--- config.mk ---
export PLATFORM = sky130hd
export DESIGN_NAME = ysyx_23060061_core_sequencer_flat
export DESIGN_NICKNAME = d
export VERILOG_FILES = /design/src/rtl/ysyx_23060061_core_sequencer_if.sv /design/src/rtl/ysyx_23060061_core_sequencer.sv /design/src/flat_wrapper.sv
export SDC_FILE = /design/constraint.sdc
export NUM_CORES = 1
export LEC_CHECK = 0
export BUFFER_PORTS_ARGS = -buffer_cell sky130_fd_sc_hd__buf_4
export CAP_MARGIN = 10
export CELL_PAD_IN_SITES_DETAIL_PLACEMENT = 1
export CELL_PAD_IN_SITES_GLOBAL_PLACEMENT = 1
export CORE_MARGIN = 1.5
export CORE_UTILIZATION = 37
export CTS_CLUSTER_DIAMETER = 100
export CTS_CLUSTER_SIZE = 25
export DETAILED_ROUTE_END_ITERATION = 12
export PLACE_DENSITY_LB_ADDON = 0.08
export SLEW_MARGIN = 20
export SYNTH_ARGS = -nofsm -noshare
export SYNTH_HDL_FRONTEND = slang
export SYNTH_SLANG_ARGS = --single-unit
--- constraint.sdc ---
create_clock -name clk -period 2.9 [get_ports clk]
set_clock_uncertainty 0.2 [all_clocks]
set_input_delay 0.145 -clock clk [delete_from_list [all_inputs] [get_ports clk]]
set_output_delay 0.145 -clock clk [all_outputs]
set_load 0.005 [all_outputs]
--- src/rtl/ysyx_23060061_core_sequencer_if.sv ---
// Handshake and status bundle between the core sequencer and the fetch, decode,
// data-memory and register-file logic around it.
interface ysyx_23060061_core_sequencer_if #(
  parameter int unsigned RETIRE_W = 32
);
  logic                imem_req;
  logic                imem_ack;
  logic                ir_we;
  logic                dec_reg_write;
  logic                dec_mem_write;
  logic                dec_mem_read;
  logic                dec_ebreak;
  logic                dmem_req;
  logic                dmem_we;
  logic                dmem_ack;
  logic                reg_we;
  logic                pc_we;
  logic                halt;
  logic                fault;
  logic [RETIRE_W-1:0] retire_cnt;
  logic [2:0]          state;

  modport master (
    output imem_req, ir_we, dmem_req, dmem_we, reg_we, pc_we, halt, fault,
           retire_cnt, state,
    input  imem_ack, dmem_ack, dec_reg_write, dec_mem_write, dec_mem_read,
           dec_ebreak
  );

  modport slave (
    input  imem_req, ir_we, dmem_req, dmem_we, reg_we, pc_we, halt, fault,
           retire_cnt, state,
    output imem_ack, dmem_ack, dec_reg_write, dec_mem_write, dec_mem_read,
           dec_ebreak
  );
endinterface

--- src/rtl/ysyx_23060061_core_sequencer.sv ---
// Multi-cycle control sequencer: FETCH -> DECODE -> EXEC -> [MEM] -> WB, with HALT on ebreak.
// Define YSYX_23060061_MEM_TIMEOUT_EN to add the memory-wait watchdog and FAULT state.
module ysyx_23060061_core_sequencer #(
  parameter int unsigned TIMEOUT_CYCLES = 255,
  parameter int unsigned RETIRE_W       = 32
) (
  input logic                            clk,
  input logic                            rst,
  ysyx_23060061_core_sequencer_if.master bus
);

  typedef enum logic [2:0] {
    ST_FETCH  = 3'd0,
    ST_DECODE = 3'd1,
    ST_EXEC   = 3'd2,
    ST_MEM    = 3'd3,
    ST_WB     = 3'd4,
    ST_HALT   = 3'd5,
    ST_FAULT  = 3'd6
  } state_e;

  state_e              state_q, state_d;
  logic [RETIRE_W-1:0] retire_q, retire_d;

  logic imem_req_c, ir_we_c, dmem_req_c, dmem_we_c, reg_we_c, pc_we_c, halt_c;

`ifdef YSYX_23060061_MEM_TIMEOUT_EN
  localparam int unsigned WAIT_W = 8;

  logic [WAIT_W-1:0] wait_q, wait_d;
  logic              fault_c;
  logic              wait_expired_c;

  // This waiting cycle is the last one allowed before giving up.
  assign wait_expired_c = (32'(wait_q) + 32'd1) >= TIMEOUT_CYCLES;
`else
  logic unused_timeout;
  assign unused_timeout = ^TIMEOUT_CYCLES;
`endif

  always_ff @(posedge clk) begin
    if (rst) begin
      state_q  <= ST_FETCH;
      retire_q <= '0;
`ifdef YSYX_23060061_MEM_TIMEOUT_EN
      wait_q   <= '0;
`endif
    end else begin
      state_q  <= state_d;
      retire_q <= retire_d;
`ifdef YSYX_23060061_MEM_TIMEOUT_EN
      wait_q   <= wait_d;
`endif
    end
  end

  always_comb begin
    state_d    = state_q;
    retire_d   = retire_q;
    imem_req_c = 1'b0;
    ir_we_c    = 1'b0;
    dmem_req_c = 1'b0;
    dmem_we_c  = 1'b0;
    reg_we_c   = 1'b0;
    pc_we_c    = 1'b0;
    halt_c     = 1'b0;
`ifdef YSYX_23060061_MEM_TIMEOUT_EN
    fault_c    = 1'b0;
    wait_d     = wait_q;
`endif
    case (state_q)
      ST_FETCH: begin
        imem_req_c = 1'b1;
        if (bus.imem_ack) begin
          ir_we_c = 1'b1;
          state_d = ST_DECODE;
        end
`ifdef YSYX_23060061_MEM_TIMEOUT_EN
        else if (wait_expired_c) begin
          state_d = ST_FAULT;
        end else begin
          wait_d = wait_q + WAIT_W'(1);
        end
`endif
      end
      ST_DECODE: begin
        state_d = bus.dec_ebreak ? ST_HALT : ST_EXEC;
      end
      ST_EXEC: begin
        if (bus.dec_mem_read | bus.dec_mem_write) begin
          state_d = ST_MEM;
`ifdef YSYX_23060061_MEM_TIMEOUT_EN
          wait_d  = '0;
`endif
        end else begin
          state_d = ST_WB;
        end
      end
      ST_MEM: begin
        // A read+write decode is a store: the write qualifier alone decides.
        dmem_req_c = 1'b1;
        dmem_we_c  = bus.dec_mem_write;
        if (bus.dmem_ack) begin
          state_d = ST_WB;
        end
`ifdef YSYX_23060061_MEM_TIMEOUT_EN
        else if (wait_expired_c) begin
          state_d = ST_FAULT;
        end else begin
          wait_d = wait_q + WAIT_W'(1);
        end
`endif
      end
      ST_WB: begin
        pc_we_c  = 1'b1;
        reg_we_c = bus.dec_reg_write & ~bus.dec_mem_write;
        retire_d = retire_q + RETIRE_W'(1);
        state_d  = ST_FETCH;
`ifdef YSYX_23060061_MEM_TIMEOUT_EN
        wait_d   = '0;
`endif
      end
      ST_HALT: begin
        halt_c = 1'b1;
      end
`ifdef YSYX_23060061_MEM_TIMEOUT_EN
      ST_FAULT: begin
        fault_c = 1'b1;
      end
`endif
      default: begin
        state_d = ST_FETCH;
`ifdef YSYX_23060061_MEM_TIMEOUT_EN
        wait_d  = '0;
`endif
      end
    endcase
  end

  // Reset masks every strobe immediately, even before the state register clears.
  assign bus.imem_req   = imem_req_c & ~rst;
  assign bus.ir_we      = ir_we_c & ~rst;
  assign bus.dmem_req   = dmem_req_c & ~rst;
  assign bus.dmem_we    = dmem_we_c & ~rst;
  assign bus.reg_we     = reg_we_c & ~rst;
  assign bus.pc_we      = pc_we_c & ~rst;
  assign bus.halt       = halt_c & ~rst;
`ifdef YSYX_23060061_MEM_TIMEOUT_EN
  assign bus.fault      = fault_c & ~rst;
`else
  assign bus.fault      = 1'b0;
`endif
  assign bus.retire_cnt = retire_q;
  assign bus.state      = state_q;

endmodule

--- src/flat_wrapper.sv ---
// flat-port wrapper written by rule: the top's interface ports become plain ports
module ysyx_23060061_core_sequencer_flat 
#(
  parameter int unsigned TIMEOUT_CYCLES = 255,
  parameter int unsigned RETIRE_W       = 32
)
  (clk, rst, bus_imem_req, bus_ir_we, bus_dmem_req, bus_dmem_we, bus_reg_we, bus_pc_we, bus_halt, bus_fault, bus_retire_cnt, bus_state, bus_imem_ack, bus_dmem_ack, bus_dec_reg_write, bus_dec_mem_write, bus_dec_mem_read, bus_dec_ebreak);
  ysyx_23060061_core_sequencer_if #(.RETIRE_W(RETIRE_W)) bus_i ();
  input logic clk;
  input logic rst;
  output wire logic [$bits(bus_i.imem_req)-1:0] bus_imem_req;
  output wire logic [$bits(bus_i.ir_we)-1:0] bus_ir_we;
  output wire logic [$bits(bus_i.dmem_req)-1:0] bus_dmem_req;
  output wire logic [$bits(bus_i.dmem_we)-1:0] bus_dmem_we;
  output wire logic [$bits(bus_i.reg_we)-1:0] bus_reg_we;
  output wire logic [$bits(bus_i.pc_we)-1:0] bus_pc_we;
  output wire logic [$bits(bus_i.halt)-1:0] bus_halt;
  output wire logic [$bits(bus_i.fault)-1:0] bus_fault;
  output wire logic [$bits(bus_i.retire_cnt)-1:0] bus_retire_cnt;
  output wire logic [$bits(bus_i.state)-1:0] bus_state;
  input wire logic [$bits(bus_i.imem_ack)-1:0] bus_imem_ack;
  input wire logic [$bits(bus_i.dmem_ack)-1:0] bus_dmem_ack;
  input wire logic [$bits(bus_i.dec_reg_write)-1:0] bus_dec_reg_write;
  input wire logic [$bits(bus_i.dec_mem_write)-1:0] bus_dec_mem_write;
  input wire logic [$bits(bus_i.dec_mem_read)-1:0] bus_dec_mem_read;
  input wire logic [$bits(bus_i.dec_ebreak)-1:0] bus_dec_ebreak;
  assign bus_imem_req = bus_i.imem_req;
  assign bus_ir_we = bus_i.ir_we;
  assign bus_dmem_req = bus_i.dmem_req;
  assign bus_dmem_we = bus_i.dmem_we;
  assign bus_reg_we = bus_i.reg_we;
  assign bus_pc_we = bus_i.pc_we;
  assign bus_halt = bus_i.halt;
  assign bus_fault = bus_i.fault;
  assign bus_retire_cnt = bus_i.retire_cnt;
  assign bus_state = bus_i.state;
  assign bus_i.imem_ack = bus_imem_ack;
  assign bus_i.dmem_ack = bus_dmem_ack;
  assign bus_i.dec_reg_write = bus_dec_reg_write;
  assign bus_i.dec_mem_write = bus_dec_mem_write;
  assign bus_i.dec_mem_read = bus_dec_mem_read;
  assign bus_i.dec_ebreak = bus_dec_ebreak;
  ysyx_23060061_core_sequencer #(.TIMEOUT_CYCLES(TIMEOUT_CYCLES), .RETIRE_W(RETIRE_W)) u_core (.clk(clk), .rst(rst), .bus(bus_i));
endmodule
[Word level (Yosys, flattened, before mapping)]
Index checks and enable logic that the tools add are counted.
Word-level totals
  output and inout bits: 43
  word-level logic and storage cells: 37
  bits in registers: 35
  input port bits: 8
Cells by class
  add/subtract/negate cells: 1
  eq/ne operators: 7
  reductions and logical operators: 2
  muxes and demuxes: 13
  bitwise gates (word level): 12
Operator list (number)
  adder 32 x 1 -> 32 bit (second input constant): 1
  case mux 3 bit (5 select lines): 1
  two-way mux 3 bit: 4
  AND 1 bit: 8
  two-way mux 1 bit: 8
  == test 3 x 2 -> 1 bit (second input constant): 2
  == test 3 bit (second input constant): 2
  != test 2 bit (second input constant): 2
  == test 3 x 1 -> 1 bit (second input constant): 1
  zero test 3 bit: 1
  inverter 1 bit: 3
  AND reduction 3 bit: 1
  OR 1 bit: 1

[Longest topological paths before layout]
Gate-level depths: netlist of the first run.
  depth in word-level cells: 4
  depth in mapped cells: 7

[Least setup slack after synthesis of the first run]
Ideal clock, no wire load.
  path kind: reg2reg
  from: reg u_core.state_q[2], in the netlist u_core.bus.state[2]
  to: reg u_core.retire_q[24], in the netlist u_core.bus.retire_cnt[24]
  buffers on the path: 2
  setup slack: 0.499 ns
  required time: 2.630 ns
  stages on the path, launching flop included: 7
  period minus slack after synthesis: 2.401 ns
  data arrival time: 2.131 ns
  setup time: 0.070 ns
  path through: dfxtp_1 > buf_4 > or3b_1 > or4_4 > buf_6 > or4_1 > a21oi_1
Between the ends
  word-level cells in the longest chain between the ends: 1
Ends and longest elaborated chain
  from (decl): RTL line ysyx_23060061_core_sequencer.sv:22  | state_e state_q, state_d;
  from (signal assigned): RTL line ysyx_23060061_core_sequencer.sv:49  | state_q <= state_d;
  == test 3 bit: RTL line ysyx_23060061_core_sequencer.sv:71  | case (state_q)
  to (signal assigned): RTL line ysyx_23060061_core_sequencer.sv:50  | retire_q <= retire_d;
  to (decl): RTL line ysyx_23060061_core_sequencer.sv:23  | logic [RETIRE_W-1:0] retire_q, retire_d;
Every way passes these cells.
A chain may end at the register's enable or synchronous reset.

[Worst setup path in the final report of the first run]
  from: reg u_core.state_q[2], in the netlist u_core.bus.state[2]
  to: reg u_core.retire_q[26], in the netlist u_core.bus.retire_cnt[26]
The elaborated chain is that of the path after synthesis.

==> impl_metrics.env, run 1 <==
export IMPL_first_pass_iters=5
export IMPL_grt_pass1_wl_microns=7280
export IMPL_setup_violations=0
export IMPL_r2r_end="u_core.bus.retire_cnt[26]"
export IMPL_clkTransAtPathRegs_ns=0.06
export IMPL_vias_per_cell=5.51
export IMPL_ys_seq_area_share_pct=40.3
export IMPL_cts_sinks=35
export IMPL_ys_flop_type="dfxtp_1"
export IMPL_slew_viol_final=0
export IMPL_cellPowerDensity_nw_per_um2=397
export IMPL_synth_edf_count=0
export IMPL_timing_final_crit_period_ns=2.52
export IMPL_critPathCapture="u_core.bus.retire_cnt[26]"
export IMPL_power_total_uw=882
export IMPL_reg2regPathDepth=4
export IMPL_hp_class="input port to flop"
export IMPL_ir_worst_vdd_mv=0.265
export IMPL_htreeDepth=2
export IMPL_finalHoldViolations=0
export IMPL_synthTopCellsByArea="dfxtp_1 (40%), a21oi_1 (7.5%), or4_1 (7.3%)"
export IMPL_placed_area_sq_um=2130
export IMPL_finalNetCount=270
export IMPL_syn_inst=216
export IMPL_r2r_slack_ns=0.38
export IMPL_rsz0062_at_grt="no"
export IMPL_rows=24
export IMPL_place_congestion=0.757
export IMPL_ys_warnings_count=0
export IMPL_crit_type="flop to flop"
export IMPL_crit_start="u_core.bus.state[2]"
export IMPL_end_kind="flop"
export IMPL_maxSlewHeadroom_pct=58.7
export IMPL_wl_microns=4350
export IMPL_antenna_found_initial=0
export IMPL_post_place_ws_ns=0.384
export IMPL_start_kind="flop"
export IMPL_arrival_ns=2.53
export IMPL_critPathMaxFanout=21
export IMPL_diodes=0
export IMPL_grt_usage_pct=17.6
export IMPL_syn_area_sq_um=1740
export IMPL_die_area_sq_um=5110
export IMPL_synth_top_area_share_pct=40.3
export IMPL_required_ns=2.91
export IMPL_timing_fmax_ghz=0.397
export IMPL_insertion_delay_ns=0.29
export IMPL_die_w_microns=71.5
export IMPL_tns_ns=0
export IMPL_io_pin_count=51
export IMPL_dp_hpwl_microns=3030
export IMPL_ys_ff_latch=35
export IMPL_synthToLayoutAreaGrowth_pct=27.8
export IMPL_vias=1731
export IMPL_ctsRootBufferMaster="clkbuf_8"
export IMPL_numCtsBuffers=5
export IMPL_grt_start_max_net_pins=40
export IMPL_io_buffers=49
export IMPL_core_area_sq_um=4440
export IMPL_drive_gt1_share_pct=23.7
export IMPL_clk_path_buf_depth=2
export IMPL_postRouteAntennaNets=0
export IMPL_post_route_period_util_pct=86.9
export IMPL_wl_per_cell_microns=13.9
export IMPL_yosysUniqueCellTypes=34
export IMPL_worst_slack_ns=0.379
export IMPL_die_h_microns=71.5
export IMPL_cts_tree="done"
export IMPL_grt_pass1_vias=1613
export IMPL_drt_iter0_markers=50
export IMPL_leakage_nw=0.797
export IMPL_synth_area_per_cell_sq_um=8.04
export IMPL_maxCapViolations=0
export IMPL_status="completed"
export IMPL_fin_hold_ws_ns=0.0637
export IMPL_tightestPinTransition_ns=0.620
export IMPL_synth_fp_nets=225
export IMPL_drc=0
export IMPL_r2r_start="u_core.bus.state[2]"
export IMPL_grt_ovfl_total=0
export IMPL_synth_top_cell_by_area="dfxtp_1"
export IMPL_cts_setup_buffers=0
export IMPL_start_util_pct=39.1
export IMPL_synthArstFlopShare_pct=0
export IMPL_stdcell_area_sq_um=2220
worst max-delay path: stages (launching register included):
cell and delay, ns:
dfxtp_1 0.33, or3b_1 0.51, or4_4 0.72, or4_1 0.54, a21oi_1 0.15
layer usage:
layer  vias to the layer above  track usage, %  share of wire (%)
li1                        878               -                  -
met1                       812            22.1                 47
met2                        36            30.2                 48
met3                         5            4.22                4.1
met4                         0            5.03                1.1
met5                         -               0                  0
synthesized netlist by cell type, types with 2 or more instances:
library cell and number:
dfxtp_1 35, a21oi_1 26, nor2_1 17, or4_1 17
o31ai_1 15, nand2_1 13, clkbuf_1 12, inv_1 9
o21ai_0 9, nand3_1 7, nand4_1 7, nor3_1 7
or3_1 7, xnor2_1 7, and2_1 2, and3_1 2
and4_1 2, buf_1 2, buf_4 2, nor3b_1 2
nor4_1 2, xor2_1 2
sequential cells by signal (all words and copies together) (netlist names):
name and cells:
u_core.bus.retire_cnt 32, u_core.bus.state 3
placed cells by master, fill, tap and decap left out, types with 2 or more instances in the layout:
cell	netlist	layout
o31ai_1	15	15
and4_1	2	2
clkbuf_8	0	5
clkbuf_1	12	2
nor3b_1	2	2
xnor2_1	7	7
dfxtp_1	35	35
buf_4	2	54
nor4_1	2	2
a21oi_1	26	26
nand2_1	13	13
and3_1	2	2
nor2_1	17	17
nand3_1	7	7
and2_1	2	2
or3_1	7	7
o21ai_0	9	9
inv_1	9	9
xor2_1	2	2
or4_1	17	17
nor3_1	7	7
nand4_1	7	7
cells by family (layout without fill, tap and decap cells):
kind of cell,Yosys count,after routing,share of synthesized area [%]
simple gates,90,90,29.3
fa+ha+maj,1,1,0.720
xor+xnor,9,9,4.54
buf+inv,26,72,6.48
other cells,1,1,0.216
flops,35,35,40.3
compound gates,54,54,18.4
power breakdown:
part	internal, mW	switching (mW)	leakage (nW)
Sequential	0.484	0.00197	0.282
Combinational	0.0269	0.0334	0.472
Clock	0.168	0.167	0.0422
Total	0.679	0.203	0.797
cell type report:
cell class | count | area [sq um]
Inverter | 9 | 33.8
Clock inverter | 1 | 5.00
Tap cell | 52 | 65.1
Clock buffer | 7 | 76.3
Fill cell | 563 | 2220
Sequential cell | 35 | 701
Timing Repair Buffer | 55 | 415
Multi-Input combinational cell | 155 | 923
how the worst min path moves through the flow:
stage / from / to / slack (ns) / depth (start not counted)
after global placement: bus_dmem_ack / u_core.bus.state[1] / 0.26 / 4
after CTS: bus_dec_ebreak / u_core.bus.state[2] / 0.05 / 4
after detailed placement: bus_dmem_ack / u_core.bus.state[1] / 0.26 / 4
after floorplan: bus_dec_mem_write / bus_reg_we / 0.12 / 1
after global routing: rst / u_core.bus.retire_cnt[0] / 0.09 / 2
final: bus_dec_ebreak / u_core.bus.state[2] / 0.06 / 4
through the flow:
step | util [%] | std cells
finish | 49.9 | 314
global route | 49.9 | 314
CTS | 49.9 | 314
detailed placement | 47.9 | 305
global placement | 47.9 | 305
floorplan | - | 216
timing repair:
action	4_1_cts	5_1_grt
hold endpoints to repair	1	0
resized for setup	0	0
hold buffers	1	0
(Power assumes the default switching activity.)
==> run 2: changes to the inputs <==
==> constraint.sdc (replaced) <==
create_clock -name clk -period 2.9 [get_ports clk]
set_clock_uncertainty 0.2 [all_clocks]
set_input_delay 0.58 -clock clk [delete_from_list [all_inputs] [get_ports clk]]
set_output_delay 0.58 -clock clk [all_outputs]
set_load 0.005 [all_outputs]
==> impl_metrics.env, run 2 (synthesis results as in run 1) <==
export IMPL_wl_met2_microns=2060
export IMPL_leakage_nw=0.793
export IMPL_dp_hpwl_microns=3030
export IMPL_status="completed"
export IMPL_antenna_found_initial=0
export IMPL_placed_area_sq_um=2130
export IMPL_wl_per_cell_microns=13.7
export IMPL_required_ns=2.91
export IMPL_io_buffers=49
export IMPL_crit_chain="or3b_1, or4_4, or4_1, a21oi_1"
export IMPL_start_kind="flop"
export IMPL_tns_ns=0
export IMPL_finalHoldViolations=0
export IMPL_wl_met3_microns=180
export IMPL_maxSlewHeadroom_pct=59.5
export IMPL_numCtsBuffers=5
export IMPL_met1_length_microns=2000
export IMPL_rsz0062_at_grt="no"
export IMPL_grt_pass1_wl_microns=7250
export IMPL_arrival_ns=2.53
export IMPL_insertion_delay_ns=0.28
export IMPL_drc=0
export IMPL_io_pin_count=51
export IMPL_largest_reg_flops=32
export IMPL_crit_type="flop to flop"
export IMPL_power_total_uw=880
export IMPL_maxCapViolations=0
export IMPL_final_cell_mix="buf_4 (54), dfxtp_1 (35), a21oi_1 (26)"
export IMPL_clk_path_buf_depth=2
export IMPL_timing_final_crit_period_ns=2.52
export IMPL_synthToLayoutAreaGrowth_pct=27.2
export IMPL_post_cts_resized=0
export IMPL_core_area_sq_um=4440
export IMPL_final_common_cell="buf_4"
export IMPL_vias_per_cell=5.51
export IMPL_die_w_microns=71.5
export IMPL_ir_worst_vdd_mv=0.265
export IMPL_cts_tree="done"
export IMPL_wl_microns=4300
export IMPL_path_buf_inv=0
export IMPL_end_kind="flop"
export IMPL_rows=24
export IMPL_setup_violations=0
export IMPL_top_layer_used="met4"
export IMPL_htreeDepth=2
export IMPL_drt_iter0_markers=55
export IMPL_worst_path_max_delay_cell="or4_4"
export IMPL_vias=1726
export IMPL_first_pass_iters=6
export IMPL_grt_ovfl_total=0
export IMPL_place_congestion=0.757
export IMPL_cts_hold_buffers_added=0
export IMPL_start_util_pct=39.1
export IMPL_grt_start_max_net_pins=40
export IMPL_path_delay_family="simple AND/OR/NAND/NOR gates"
export IMPL_fin_hold_ws_ns=0.288
export IMPL_grt_usage_pct=17.5
export IMPL_critPathMaxStageDelay_ns=0.72
export IMPL_timing_fmax_ghz=0.397
export IMPL_clkTransAtPathRegs_ns=0.06
export IMPL_grt_pass1_vias=1609
export IMPL_cts_setup_buffers=0
export IMPL_critPathMaxFanout=21
export IMPL_postRouteAntennaNets=0
export IMPL_hp_class="flop to flop"
export IMPL_die_area_sq_um=5110
export IMPL_finalNetCount=269
export IMPL_die_h_microns=71.5
export IMPL_diodes=0
export IMPL_stdcell_area_sq_um=2210
export IMPL_cellPowerDensity_nw_per_um2=398
export IMPL_post_route_period_util_pct=86.9
export IMPL_tightestPinTransition_ns=0.608
export IMPL_slew_viol_final=0
export IMPL_drive_gt1_share_pct=23.8
export IMPL_cts_sinks=35
export IMPL_ctsRootBufferMaster="clkbuf_8"
==> run 2: path summary, 6_finish.rpt <==
check                           slack [ns]                 startpoint  cells past startpoint                   endpoint
worst min-delay path                  0.29  u_core.bus.retire_cnt[31]                      2  u_core.bus.retire_cnt[31]
worst max register to register        0.38        u_core.bus.state[0]                      4  u_core.bus.retire_cnt[26]
worst min register to register        0.29  u_core.bus.retire_cnt[31]                      2  u_core.bus.retire_cnt[31]
worst max-delay path                  0.38        u_core.bus.state[0]                      4  u_core.bus.retire_cnt[26]
==> run 2: through the flow <==
stage | setup WS [ns] | cells | util [%]
floorplan | 0.499 | 216 | -
global route | 0.235 | 313 | 49.7
global placement | 0.431 | 305 | 47.9
detailed placement | 0.384 | 305 | 47.9
CTS | 0.372 | 313 | 49.7
finish | 0.380 | 313 | 49.7
==> run 2: report_power, final <==
part	leakage, nW	switching (mW)	total (mW)	internal, mW
Combinational	0.468	0.0327	0.0587	0.0260
Sequential	0.282	0.00197	0.486	0.484
Clock	0.0422	0.167	0.335	0.168
==> run 2: worst register-to-register path, cell delays in order, from the launching register on <==
cell     delay (ns)
dfxtp_1        0.30
or3b_1         0.54
or4_4          0.72
or4_1          0.54
a21oi_1        0.15
==> run 2: area by class of cell <==
type                            count  area, sq um
Inverter                            9         33.8
Clock inverter                      1         5.00
Clock buffer                        7         76.3
Multi-Input combinational cell    155          923
Timing Repair Buffer               54          405
Sequential cell                    35          701
Tap cell                           52         65.1
Fill cell                         561         2230
==> run 2: per-layer routing <==
metal,up-vias,track usage (%)
met5,-,0
met4,0,5.03
met3,5,4.22
met2,36,30.0
met1,808,22.0
li1,877,-
